[src/rtl/dphy_pkg.sv]
// Shared encodings for the D-PHY data lane transmit path:
// FSM states, sync byte and LP line levels ({Dp, Dn}).
package dphy_pkg;

    typedef enum logic [2:0] {
        ST_STOP,
        ST_LPX01,
        ST_PREP,
        ST_HS_ZERO,
        ST_SYNC,
        ST_DATA,
        ST_TRAIL,
        ST_EXIT
    } tx_state_e;

    localparam logic [7:0] SYNC_BYTE = 8'hB8;

    localparam logic [1:0] LP11 = 2'b11;
    localparam logic [1:0] LP01 = 2'b01;
    localparam logic [1:0] LP00 = 2'b00;

    function automatic logic [1:0] lp_level(input tx_state_e s);
        logic [1:0] lv;
        lv = LP00;
        unique case (s)
            ST_STOP, ST_EXIT: lv = LP11;
            ST_LPX01:         lv = LP01;
            default:          lv = LP00;
        endcase
        return lv;
    endfunction

endpackage

[src/rtl/hs_tx_shifter.sv]
// 8-bit load/shift register for the HS serial stream, LSB first,
// with a bit index that flags the last and next-to-last bit.
module hs_tx_shifter (
    input  logic       clk,
    input  logic       rst_n,
    input  logic       load,
    input  logic       shift,
    input  logic [7:0] load_data,
    output logic       dout,
    output logic       last,
    output logic       near_last
);

    logic [7:0] data_q, data_d;
    logic [2:0] idx_q, idx_d;

    always_comb begin
        data_d = data_q;
        idx_d  = idx_q;
        if (load) begin
            data_d = load_data;
            idx_d  = 3'd0;
        end else if (shift) begin
            data_d = {1'b0, data_q[7:1]};
            idx_d  = idx_q + 3'd1;
        end
    end

    always_ff @(posedge clk or negedge rst_n) begin
        if (!rst_n) begin
            data_q <= 8'h00;
            idx_q  <= 3'd0;
        end else begin
            data_q <= data_d;
            idx_q  <= idx_d;
        end
    end

    assign dout      = data_q[0];
    assign last      = (idx_q == 3'd7);
    assign near_last = (idx_q == 3'd6);

endmodule

[src/rtl/hs_tx_serializer.sv]
// D-PHY data lane HS transmitter: LP start sequence, sync,
// LSB-first payload serialization, trail and exit.
module hs_tx_serializer
    import dphy_pkg::*;
#(
    parameter int T_LPX        = 2,
    parameter int T_HS_PREPARE = 3,
    parameter int T_HS_ZERO    = 5,
    parameter int T_HS_TRAIL   = 4,
    parameter int T_HS_EXIT    = 3
) (
    input  logic       TxBitClkHS,
    input  logic       TxRstN,
    input  logic       TxRequestHS,
    input  logic [7:0] TxDataHS,
    output logic       TxReadyHS,
    output logic       TxHsDout,
    output logic       TxHsEn,
    output logic       TxLpDp,
    output logic       TxLpDn,
    output logic       TxStopState
);

    localparam int T_M1 = (T_LPX > T_HS_PREPARE) ? T_LPX : T_HS_PREPARE;
    localparam int T_M2 = (T_M1 > T_HS_ZERO) ? T_M1 : T_HS_ZERO;
    localparam int T_M3 = (T_M2 > T_HS_TRAIL) ? T_M2 : T_HS_TRAIL;
    localparam int T_MAX = (T_M3 > T_HS_EXIT) ? T_M3 : T_HS_EXIT;
    localparam int CW = $clog2(T_MAX + 1);

    typedef logic [CW-1:0] cnt_t;

    tx_state_e  state_q, state_d;
    cnt_t       cnt_q, cnt_d;
    logic       start_q, start_d;
    logic       ready_q, ready_d;
    logic       hs_en_q, hs_en_d;
    logic       stop_q, stop_d;
    logic [1:0] lp_q, lp_d;

    logic       sh_load, sh_shift;
    logic [7:0] sh_data;
    logic       sh_dout, sh_last, sh_near_last;
    logic       cnt_zero, in_bits;

    assign cnt_zero = (cnt_q == '0);
    assign in_bits  = (state_q == ST_SYNC) || (state_q == ST_DATA);

    always_comb begin
        state_d  = state_q;
        cnt_d    = cnt_q;
        sh_load  = 1'b0;
        sh_shift = 1'b0;
        sh_data  = 8'h00;
        unique case (state_q)
            ST_STOP: begin
                if (start_q) begin
                    state_d = ST_LPX01;
                    cnt_d   = cnt_t'(T_LPX - 1);
                end
            end
            ST_LPX01: begin
                if (cnt_zero) begin
                    state_d = ST_PREP;
                    cnt_d   = cnt_t'(T_HS_PREPARE - 1);
                end else begin
                    cnt_d = cnt_q - cnt_t'(1);
                end
            end
            ST_PREP: begin
                if (cnt_zero) begin
                    state_d = ST_HS_ZERO;
                    cnt_d   = cnt_t'(T_HS_ZERO - 1);
                end else begin
                    cnt_d = cnt_q - cnt_t'(1);
                end
            end
            ST_HS_ZERO: begin
                if (cnt_zero) begin
                    state_d = ST_SYNC;
                    sh_load = 1'b1;
                    sh_data = SYNC_BYTE;
                end else begin
                    cnt_d = cnt_q - cnt_t'(1);
                end
            end
            ST_SYNC, ST_DATA: begin
                if (!sh_last) begin
                    sh_shift = 1'b1;
                end else if (ready_q) begin
                    state_d = ST_DATA;
                    sh_load = 1'b1;
                    sh_data = TxDataHS;
                end else begin
                    // Shifter holds the inverted last bit as the trail level
                    state_d = ST_TRAIL;
                    cnt_d   = cnt_t'(T_HS_TRAIL - 1);
                    sh_load = 1'b1;
                    sh_data = {8{~sh_dout}};
                end
            end
            ST_TRAIL: begin
                if (cnt_zero) begin
                    state_d = ST_EXIT;
                    cnt_d   = cnt_t'(T_HS_EXIT - 1);
                    sh_load = 1'b1;
                end else begin
                    cnt_d = cnt_q - cnt_t'(1);
                end
            end
            ST_EXIT: begin
                if (cnt_zero) begin
                    state_d = ST_STOP;
                end else begin
                    cnt_d = cnt_q - cnt_t'(1);
                end
            end
        endcase
    end

    always_comb begin
        start_d = TxRequestHS && (state_q == ST_STOP);
        ready_d = TxRequestHS && in_bits && sh_near_last;
        lp_d    = lp_level(state_d);
        hs_en_d = state_d inside {ST_HS_ZERO, ST_SYNC, ST_DATA, ST_TRAIL};
        stop_d  = (state_d == ST_STOP);
    end

    always_ff @(posedge TxBitClkHS or negedge TxRstN) begin
        if (!TxRstN) begin
            state_q <= ST_STOP;
            cnt_q   <= '0;
            start_q <= 1'b0;
            ready_q <= 1'b0;
            hs_en_q <= 1'b0;
            stop_q  <= 1'b1;
            lp_q    <= LP11;
        end else begin
            state_q <= state_d;
            cnt_q   <= cnt_d;
            start_q <= start_d;
            ready_q <= ready_d;
            hs_en_q <= hs_en_d;
            stop_q  <= stop_d;
            lp_q    <= lp_d;
        end
    end

    hs_tx_shifter u_shifter (
        .clk       (TxBitClkHS),
        .rst_n     (TxRstN),
        .load      (sh_load),
        .shift     (sh_shift),
        .load_data (sh_data),
        .dout      (sh_dout),
        .last      (sh_last),
        .near_last (sh_near_last)
    );

    assign TxReadyHS   = ready_q;
    assign TxHsDout    = sh_dout;
    assign TxHsEn      = hs_en_q;
    assign TxLpDp      = lp_q[1];
    assign TxLpDn      = lp_q[0];
    assign TxStopState = stop_q;

endmodule
[config.mk]
export PLATFORM = sky130hd
export DESIGN_NAME = hs_tx_serializer
export DESIGN_NICKNAME = d
export VERILOG_FILES = /design/src/rtl/dphy_pkg.sv /design/src/rtl/hs_tx_shifter.sv /design/src/rtl/hs_tx_serializer.sv
export SDC_FILE = /design/constraint.sdc
export NUM_CORES = 1
export LEC_CHECK = 0
export CORE_AREA = 2 2 70 72
export DETAILED_ROUTE_END_ITERATION = 8
export DIE_AREA = 0 0 72 74
export GPL_TIMING_DRIVEN = 0
export PLACE_DENSITY = 0.5
export SLEW_MARGIN = 40
export SYNTH_ARGS = -nofsm -noshare
export SYNTH_HDL_FRONTEND = slang
export SYNTH_SLANG_ARGS = --single-unit
[constraint.sdc]
create_clock -name TxBitClkHS -period 1.9 [get_ports TxBitClkHS]
set_input_delay 0.285 -clock TxBitClkHS [delete_from_list [all_inputs] [get_ports TxBitClkHS]]
set_output_delay 0.285 -clock TxBitClkHS [all_outputs]
set_load 0.1 [all_outputs]
* After elaboration in Yosys (flattened, before gate mapping)
Index checks and enable logic that the tools add are counted.
** Word-level totals
- Output and inout bits :: 6
- ROM bits :: 0
- Input bits :: 11
- Bits in writable memories :: 0
- Word-level logic and storage cells :: 76
- Bits in latches :: 0
- Bits in registers :: 23
- Memories :: 0
** Cells by class
- $mul :: 0
- Reduce and logical (&&, ||, !) cells :: 15
- Equality and inequality tests :: 19
- Shifts and indexed selects :: 0
- Bitwise operators :: 1
- Div/mod/pow operators :: 0
- Add/subtract/negate cells :: 2
- $lt $le $gt $ge :: 0
- Muxes and demuxes :: 30
** Operators by type and width (number)
- 2-to-1 mux 3 bit :: 15
- 2-to-1 mux 8 bit :: 5
- == test 3 bit (second input constant) :: 10
- case mux 3 bit (7 select lines) :: 1
- case mux 8 bit (2 select lines) :: 1
- case mux 3 bit (5 select lines) :: 1
- OR reduction 2 bit :: 5
- == test 3 x 2 -> 1 bit (second input constant) :: 3
- zero test 3 bit :: 3
- inequality test 2 bit (second input constant) :: 4
- == test 3 x 1 -> 1 bit (second input constant) :: 2
- 2-to-1 mux 1 bit :: 4
- case mux 2 bit (2 select lines) :: 1
- AND reduction 4 bit :: 1
- nonzero test 4 bit :: 1
- adder 3 x 1 -> 3 bit (second input constant) :: 1
- logical AND 1 bit :: 3
- subtractor 3 x 1 -> 3 bit (second input constant) :: 1
- 2-to-1 mux 2 bit :: 1
- case mux 1 bit (2 select lines) :: 1
- nonzero test 2 bit :: 1
- logical OR 1 bit :: 1
- inverter 1 bit :: 1

* Logic depth before layout (Yosys ltp)
- Depth after elaboration :: 6
- Mapped depth :: 7
- Depth with buffers taken out :: 6

* Hierarchy
From an unflattened synthesis, not the netlist that was laid out.
** Second synthesis, totals
- Cells, all modules :: 148
- Area total of the unflattened synthesis :: 1351.3 um2
** By module, submodules not included
- hs_tx_serializer :: cells an instance 98, area each 810.8 um2, instances 1, sequential area each 304.0 um2
- hs_tx_shifter :: cells an instance 50, area each 540.5 um2, instances 1, sequential area each 275.3 um2

* Worst setup path after synthesis
Ideal clock, no wire load.
- Path kind :: register -> register
- Start point :: reg ready_q, in the netlist TxReadyHS
- End point :: reg cnt_q[0]
- Arrival :: 1.748 ns
- Period minus slack after synthesis :: 1.868 ns
- Buffers on the path :: 0
- Library setup time :: 0.121 ns
- Cell stages (with the launch flop) :: 4
- Data required time :: 1.779 ns
- Slack :: 0.032 ns
- Cells stage by stage :: dfrtp_1 -> and3b_1 -> a211o_1 -> a22o_1
** On the way
- Longest elaborated chain between the ends :: 2
** RTL lines
- start: declaration :: RTL line hs_tx_serializer.sv:35 : logic ready_q, ready_d;
- start signal: assignment :: RTL line hs_tx_serializer.sv:141 : ready_q <= ready_d;
- inequality test 2 bit (no line)
- AND reduction 4 bit (no line)
- end signal: assignment :: RTL line hs_tx_serializer.sv:139 : cnt_q <= cnt_d;
- end: declaration :: RTL line hs_tx_serializer.sv:33 : cnt_t cnt_q, cnt_d;
Every way passes these cells.
A chain may end at the register's enable or synchronous reset.

* Worst setup path in the final report
- Start point :: reg u_shifter.idx_q[0]
- End point :: reg u_shifter.data_q[5]
** On the way
- Longest elaborated chain between the ends :: 4
- Elaborated cells on any way between the ends :: 9
- Those cells by class :: eq/ne: 1; mux: 7; reduce/logical: 1
** RTL lines
- start: declaration :: RTL line hs_tx_shifter.sv:15 : logic [2:0] idx_q, idx_d;
- start signal: assignment :: RTL line hs_tx_shifter.sv:35 : idx_q <= idx_d;
- == test 3 bit (*) :: RTL line hs_tx_shifter.sv:40 : assign last = (idx_q == 3'd7);
- 2-to-1 mux 8 bit / 2-to-1 mux 1 bit (equally long branches) :: RTL line hs_tx_serializer.sv:87 : if (!sh_last) begin
- case mux 8 bit (2 select lines), or another cell as far along :: RTL line hs_tx_serializer.sv:54 : unique case (state_q)
- 2-to-1 mux 8 bit / nonzero test 2 bit (equally long branches)
- end signal: assignment :: RTL line hs_tx_shifter.sv:34 : data_q <= data_d;
- end: declaration :: RTL line hs_tx_shifter.sv:14 : logic [7:0] data_q, data_d;
Mark *: on every way between the ends. The rest lies on a longest branch, timed or not.

==> flow_summary.ini <==
[layout]
area_delta_synth_final_pct = 19.68
n_fill_cell = 481
drive_above_1_share_pct = 17.20
layout.cells.most_common = sky130_fd_sc_hd__dfrtp_1
antenna_cells = 0
layout.nets = 175
multi_input_area_um2 = 716.9
layout.area.seq_um2 = 579.3
fin_cells = 211
layout_common_cells = 20 x sky130_fd_sc_hd__dfrtp_1, 11 x sky130_fd_sc_hd__mux2i_1, 11 x sky130_fd_sc_hd__a21oi_1

[route]
route.vias.total = 1077
avgRoutedWirePerCell_um = 13.80
drtIter0Drc = 113
number_of_nets_with_antenna_violations_after_routing = 0
post_drt_via_cell_ratio = 5.104
finalWirelength_um = 2911
drc = 0
drt_first_pass_iters = 4

[synthesis]
synthCells = 137
synth_edf_count = 0
syn-mean-instance-area_um2 = 9.790
synth_cell_type_count = 42
synthesis.nets = 154
yosysSeqAreaShare_pct = 43.19
synth-seq-cells = 23
synthesis.yosys.warnings = 0
syn-cell-area_um2 = 1341
post-synth-top-area-fraction_pct = 37.31
yosys_most_used_dff = sky130_fd_sc_hd__dfrtp_1
yosys-top-cells-area = sky130_fd_sc_hd__dfrtp_1 37%, sky130_fd_sc_hd__mux2i_1 8.2%, sky130_fd_sc_hd__dfstp_2 5.9%
async_reset_ff_share_pct = 100.0
netlist.top_cell.by_area = sky130_fd_sc_hd__dfrtp_1

[global_route]
antenna_found_initial = 0
grt_first_pass_wirelength_um = 5188
globalRouteTotalUtil_pct = 12.45
pin_count_of_the_biggest_net_entering_global_routing = 24
globalRoute.totalOverflow = 0
via_count_of_the_first_global_routing_pass = 1103

[clock_network]
clock_sinks = 23
hold_buffer_count_at_cts = 0
clkLatencyLatePin_ps = 260
cts-htree-levels = 1
cts.clk_slew.worst_paths_ps = 80
tritoncts.num_buffers = 3
cts_tree = done
clockRootBuffer = sky130_fd_sc_hd__clkbuf_8
postCtsResizedCells = 0
cts_setup_buffers = 0
max-clock-path-buffers = 2

[timing]
timing.fmax_mhz = 558.2
hold-worst-slack_ps = -15.27
tightestPinTransition_ps = 522.5
final_min_period_over_clock_period_pct = 94.29
post-route-min-period_ps = 1792
grt_setup_unrepaired = false
finalHoldViolations = 20
tns_ps = 0
relSlewSlack_pct = 65.16
finClkSkew_ps = 3.163
final_setup_violation_count = 0
drv_slew = 0

[die]
num_io_pins = 17
die_x_um = 72
coreArea_um2 = 4598
die_height_um = 74
floorplan.die_area_um2 = 5328
placement_rows = 25
start_util_pct = 29.17

[run]
cap_viol_max_count = 0

[critical_path]
cp-start-kind = flop
worstSetupPathType = reg -> reg
worst_ep_required_time_ps = 2050
critical_path.endpoint_type = flop
worstPathArrival_ps = 1940
critical_path_peak_fanout = 10

[power]
power.static_leakage_nw = 0.7079
power.ir.vdd_worst_mv = 0.5669
pwr_density_cell_nw_per_um2 = 1797
power_mw = 2.885

[hold_path]
hold_class = in -> async

[placed_design]
gp_congestion = 0.7915
dpl.hpwl_um = 2151
numPortBuffers = 16
place.detailed.instances = 207

[status]
violations = negative hold slack
outcome = finished, violations left
-- synthesized netlist by cell type, types with 2 or more instances --
cell type                  number
sky130_fd_sc_hd__xnor2_1        2
sky130_fd_sc_hd__mux2i_1       11
sky130_fd_sc_hd__o31a_1         4
sky130_fd_sc_hd__nor2_1         7
sky130_fd_sc_hd__nand2b_1       3
sky130_fd_sc_hd__nand3b_1       2
sky130_fd_sc_hd__dfstp_2        3
sky130_fd_sc_hd__inv_1          7
sky130_fd_sc_hd__or3_1          3
sky130_fd_sc_hd__nor2b_1        5
sky130_fd_sc_hd__o21ai_0        8
sky130_fd_sc_hd__o22ai_1        3
sky130_fd_sc_hd__nand2_1       10
sky130_fd_sc_hd__ha_1           6
sky130_fd_sc_hd__buf_2          3
sky130_fd_sc_hd__clkbuf_1       3
sky130_fd_sc_hd__dfrtp_1       20
sky130_fd_sc_hd__o221ai_1       2
sky130_fd_sc_hd__a21oi_1       12
-- cell families after synthesis --
family                     Yosys count  synth area share, %
muxes                               11                8.209
xor gates and xnor gates             2                1.306
AOI/OAI and AO/OA                   38                18.10
DFF                                 23                43.19
adders and majority gates            6                5.597
and+or+nand+nor                     42                18.57
buffers and inverters               15                5.037
-- area by class of cell --
class                   count  share of cell area, %
clock buffers               4                  2.806
flip-flops and latches     23                  36.09
multi-input cells          99                  44.66
well taps                  54                  4.209
plain buffers               8                  2.806
inverters                   7                  1.637
repair buffers             16                  7.794
-- through the flow --
stage | util, % | area, um^2 | setup slack (ps)
3_3_place_gp | 34.12 | 1569 | -83.00
3_5_place_dp | 33.36 | 1534 | 42.72
2_1_floorplan | - | 1341 | 31.55
6_report | 34.91 | 1605 | 108.5
5_1_grt | 34.91 | 1605 | 6.383
4_1_cts | 34.34 | 1579 | 11.35
-- final timing paths --
path,cells after the start,slack [ps],end,startpoint
worst max-delay path,7,110,u_shifter.data_q[5]$_DFFE_PN0P_,u_shifter.idx_q[0]$_DFFE_PN0P_
worst min-delay path,1,-20,cnt_q[2]$_DFFE_PN0P_,TxRstN
worst max register to register,7,110,u_shifter.data_q[5]$_DFFE_PN0P_,u_shifter.idx_q[0]$_DFFE_PN0P_
worst min register to register,1,490,cnt_q[1]$_DFFE_PN0P_,cnt_q[1]$_DFFE_PN0P_
max in group asynchronous,1,1550,lp_q[0]$_DFF_PN1_,TxRstN
min in group TxBitClkHS,1,490,cnt_q[1]$_DFFE_PN0P_,cnt_q[1]$_DFFE_PN0P_
-- worst max-delay path, cell delays in order, from the launching register on --
cell and delay, ps:
sky130_fd_sc_hd__dfrtp_1 410, sky130_fd_sc_hd__ha_1 230, sky130_fd_sc_hd__ha_2 210, sky130_fd_sc_hd__nand2b_1 90, sky130_fd_sc_hd__a21oi_2 80, sky130_fd_sc_hd__or2_4 240, sky130_fd_sc_hd__buf_6 150, sky130_fd_sc_hd__o31a_1 280
-- power breakdown --
group / total [mW] / internal [mW] / switching (mW)
combinational: 1.71 / 0.630 / 1.08
sequential: 0.869 / 0.735 / 0.134
clock: 0.307 / 0.150 / 0.157
-- state kept, by name, indices dropped and copies added (netlist names) --
| name | cells |
|---|---|
| TxHsEn | 1 |
| TxReadyHS | 1 |
| TxStopState | 1 |
| cnt_q | 3 |
| lp_q | 2 |
| start_q | 1 |
| state_q | 3 |
| u_shifter.data_q | 8 |
| u_shifter.idx_q | 3 |
-- metal layers --
metal	vias up	routed length (um)	global-route usage, %	share of wire [%]
li1	530	-	-	-
met1	522	1416	17.35	49
met2	23	1370	19.44	47
met3	2	105	3.523	3.6
met4	0	18	2.725	0.62
met5	-	0	0	0
No activity file was read; power rests on OpenSTA's default activity.
==> edit: new RTL, same flow settings <==
Set the parameter `T_HS_PREPARE` to 5 (it was 3).
--- a/src/rtl/hs_tx_serializer.sv
+++ b/src/rtl/hs_tx_serializer.sv
@@ -4,7 +4,7 @@
     import dphy_pkg::*;
 #(
     parameter int T_LPX        = 2,
-    parameter int T_HS_PREPARE = 3,
+    parameter int T_HS_PREPARE = 5,
     parameter int T_HS_ZERO    = 5,
     parameter int T_HS_TRAIL   = 4,
     parameter int T_HS_EXIT    = 3
Formal check against the unedited RTL: not equivalent (a bounded check fails within 10 cycles, from zero or initial values and one cycle with TxRstN low).
==> edit against the original RTL <==
Sequential cell count unchanged; routed wire length increased by 5.0%; utilization increased by 0.63 points; via count increased by 2.8%; critical path type unchanged; setup slack got worse by 0.048 ns; sequential power increased by 1%; count of clock-buffer cells in the layout unchanged; cell area increased by 1.8%; synthesized cell count unchanged; highest routed layer unchanged; total power increased by 5.0%; area after synthesis increased by 0.37%; the flow still finishes with violations (hold timing); sequential share of layout area decreased by 0.56 points.
==> edit: results (changes against the original RTL) <==
| Metric | Value |
|---|---|
| Outcome | finished, violations left |
| Violated checks | hold timing |
| Synth warn | 0 (unchanged) |
| # diodes | 0 (unchanged) |
| FFs w/ async S/R, synth | 1.00 (unchanged) |
| DP Wirelength | 2210 um (+2.8%) |
| GRT met3 Usage | 0.0163 (-0.0190) |
| Synth unique cells | 48 (+14%) |
| First-pass DRT Iterations | 4 (unchanged) |
| Syn Nets | 154 (unchanged) |
| Met2 usage | 0.215 (+0.0206) |
| Crit path max fanout | 5 (-5) |
| Kind of critical path | reg -> reg |
| Final hold slack | -0.0142 ns (+0.00110 ns) |
| Routed wire length | 3060 um (+5.0%) |
| Peak supply drop | 0.496 mV (-12%) |
| PortBufs | 16 (unchanged) |
| Max FFs per register | 8 (unchanged) |
| Crit path max-delay family | simple AND/OR/NAND/NOR gates |
| Root Driver | clkbuf_8 |
| Synth Flop Type | dfrtp_1 |
| First-pass GRT wire length | 5260 um (+1.3%) |
| Arr. time, crit path | 1.99 ns (+0.05 ns) |
| Crit path from | u_shifter.idx_q[0]$_DFFE_PN0P_ |
| Via count | 1107 (+2.8%) |
| Hold Path Class | in -> async |
| CTS Buf Count | 3 (unchanged) |
| Clock skew | 0.00570 ns (+0.00254 ns) |
| Crit path max-delay cell type | or3b_4 |
| CP max stage delay | 0.40 ns |
| CP Capture Point | u_shifter.data_q[5]$_DFFE_PN0P_ |
| Register area share after synthesis | 0.430 (-0.00161) |
| H-tree depth | 1 (unchanged) |
| P_leak | 0.706 nW (-0.31%) |
| Clock buffer depth | 2 (unchanged) |
| Layout Nets | 178 (+1.7%) |
| Top post-synthesis cells by area | dfrtp_1 (37%), dfstp_2 (5.9%), ha_1 (5.6%) |
| Synth cell count leaders | dfrtp_1 (20), nor2_1 (15), o21ai_0 (9) |
| Sw Ratio | 0.470 (-0.00448) |
| Register-to-Register Path Depth | 7 (unchanged) |
| Final Hold Vio Count | 20 (unchanged) |
| Reg2reg setup slack | 0.06 ns (-0.05 ns) |
| Worst-path clk slew | 0.09 ns |
| Worst-Skew Late Latency | 0.26 ns (about the same) |
| All-Layer GR Usage | 0.125 (+0.000540) |
| Initial antenna violation count | 0 (unchanged) |
| Layout cells sized above 1 | 0.219 (+0.0468) |
| Top reg by flops | u_shifter.data_q |
| Worst-Margin Slew | 0.590 ns (+0.0677 ns) |
| GR Util met1 | 0.155 (-0.0182) |
| Final Wtd Congestion | 0.790 (-0.20%) |
| Largest net degree at the start of global routing | 24 (unchanged) |
| Drt initial violations | 63 (-44%) |
## edit: kinds of logic (layout without fill, tap and decap cells)
family,count (synthesis),after routing,share of synthesized area
AND/OR/NAND/NOR,46,46,0.185
AO/OA/AOI/OAI,40,40,0.215
flip-flops,23,23,0.430
buffers and inverters,13,36,0.0502
adder cells (fa/ha/maj),7,7,0.0632
XOR/XNOR,4,4,0.0260
multiplexers,4,4,0.0307
## edit: metal layers
layer,vias to the layer above,part of all wire
li1,535,-
met1,551,0.46
met2,17,0.50
met3,4,0.022
met4,0,0.018
met5,-,0
## edit: final cells by class
type / count / area, um^2
buffer: 7 / 48.8
clock buffer: 4 / 45.0
fill: 459 / 2960
inverter: 6 / 22.5
multi-input combinational: 101 / 722
sequential: 23 / 581
tap: 54 / 67.6
timing repair buffer: 19 / 148
## edit: per-stage QoR
stage / hold slack, ns / util / cells / area [um^2] / worst slack, ns
finish: -0.0142 / 0.355 / 214 / 1630 / 0.0603
CTS: 0.00586 / 0.350 / 212 / 1610 / 0.0406
floorplan: -0.0106 / - / 137 / 1350 / 0.0785
global route: 0.0328 / 0.355 / 214 / 1630 / -0.00938
detailed placement: 0.300 / 0.335 / 207 / 1540 / -0.0800
global placement: 0.473 / 0.343 / 207 / 1580 / -0.0207
## edit: timing repair
action / in CTS / in global routing
hold buffers: 0 / 0
setup endpoints to repair: 3 / 4
hold endpoints to repair: 0 / 0
resized for setup: 3 / 2
pin swaps: 0 / 0
setup buffers: 1 / 2
## edit: power groups by stage
stage	sequential (W)	combinational, W	clock (W)
2_1_floorplan	0.00123	0.00109	0
3_3_place_gp	0.000881	0.00178	0
3_5_place_dp	0.000880	0.00177	0
4_1_cts	0.000873	0.00180	0.000323
5_1_grt	0.000911	0.00202	0.000340
6_report	0.000878	0.00184	0.000309
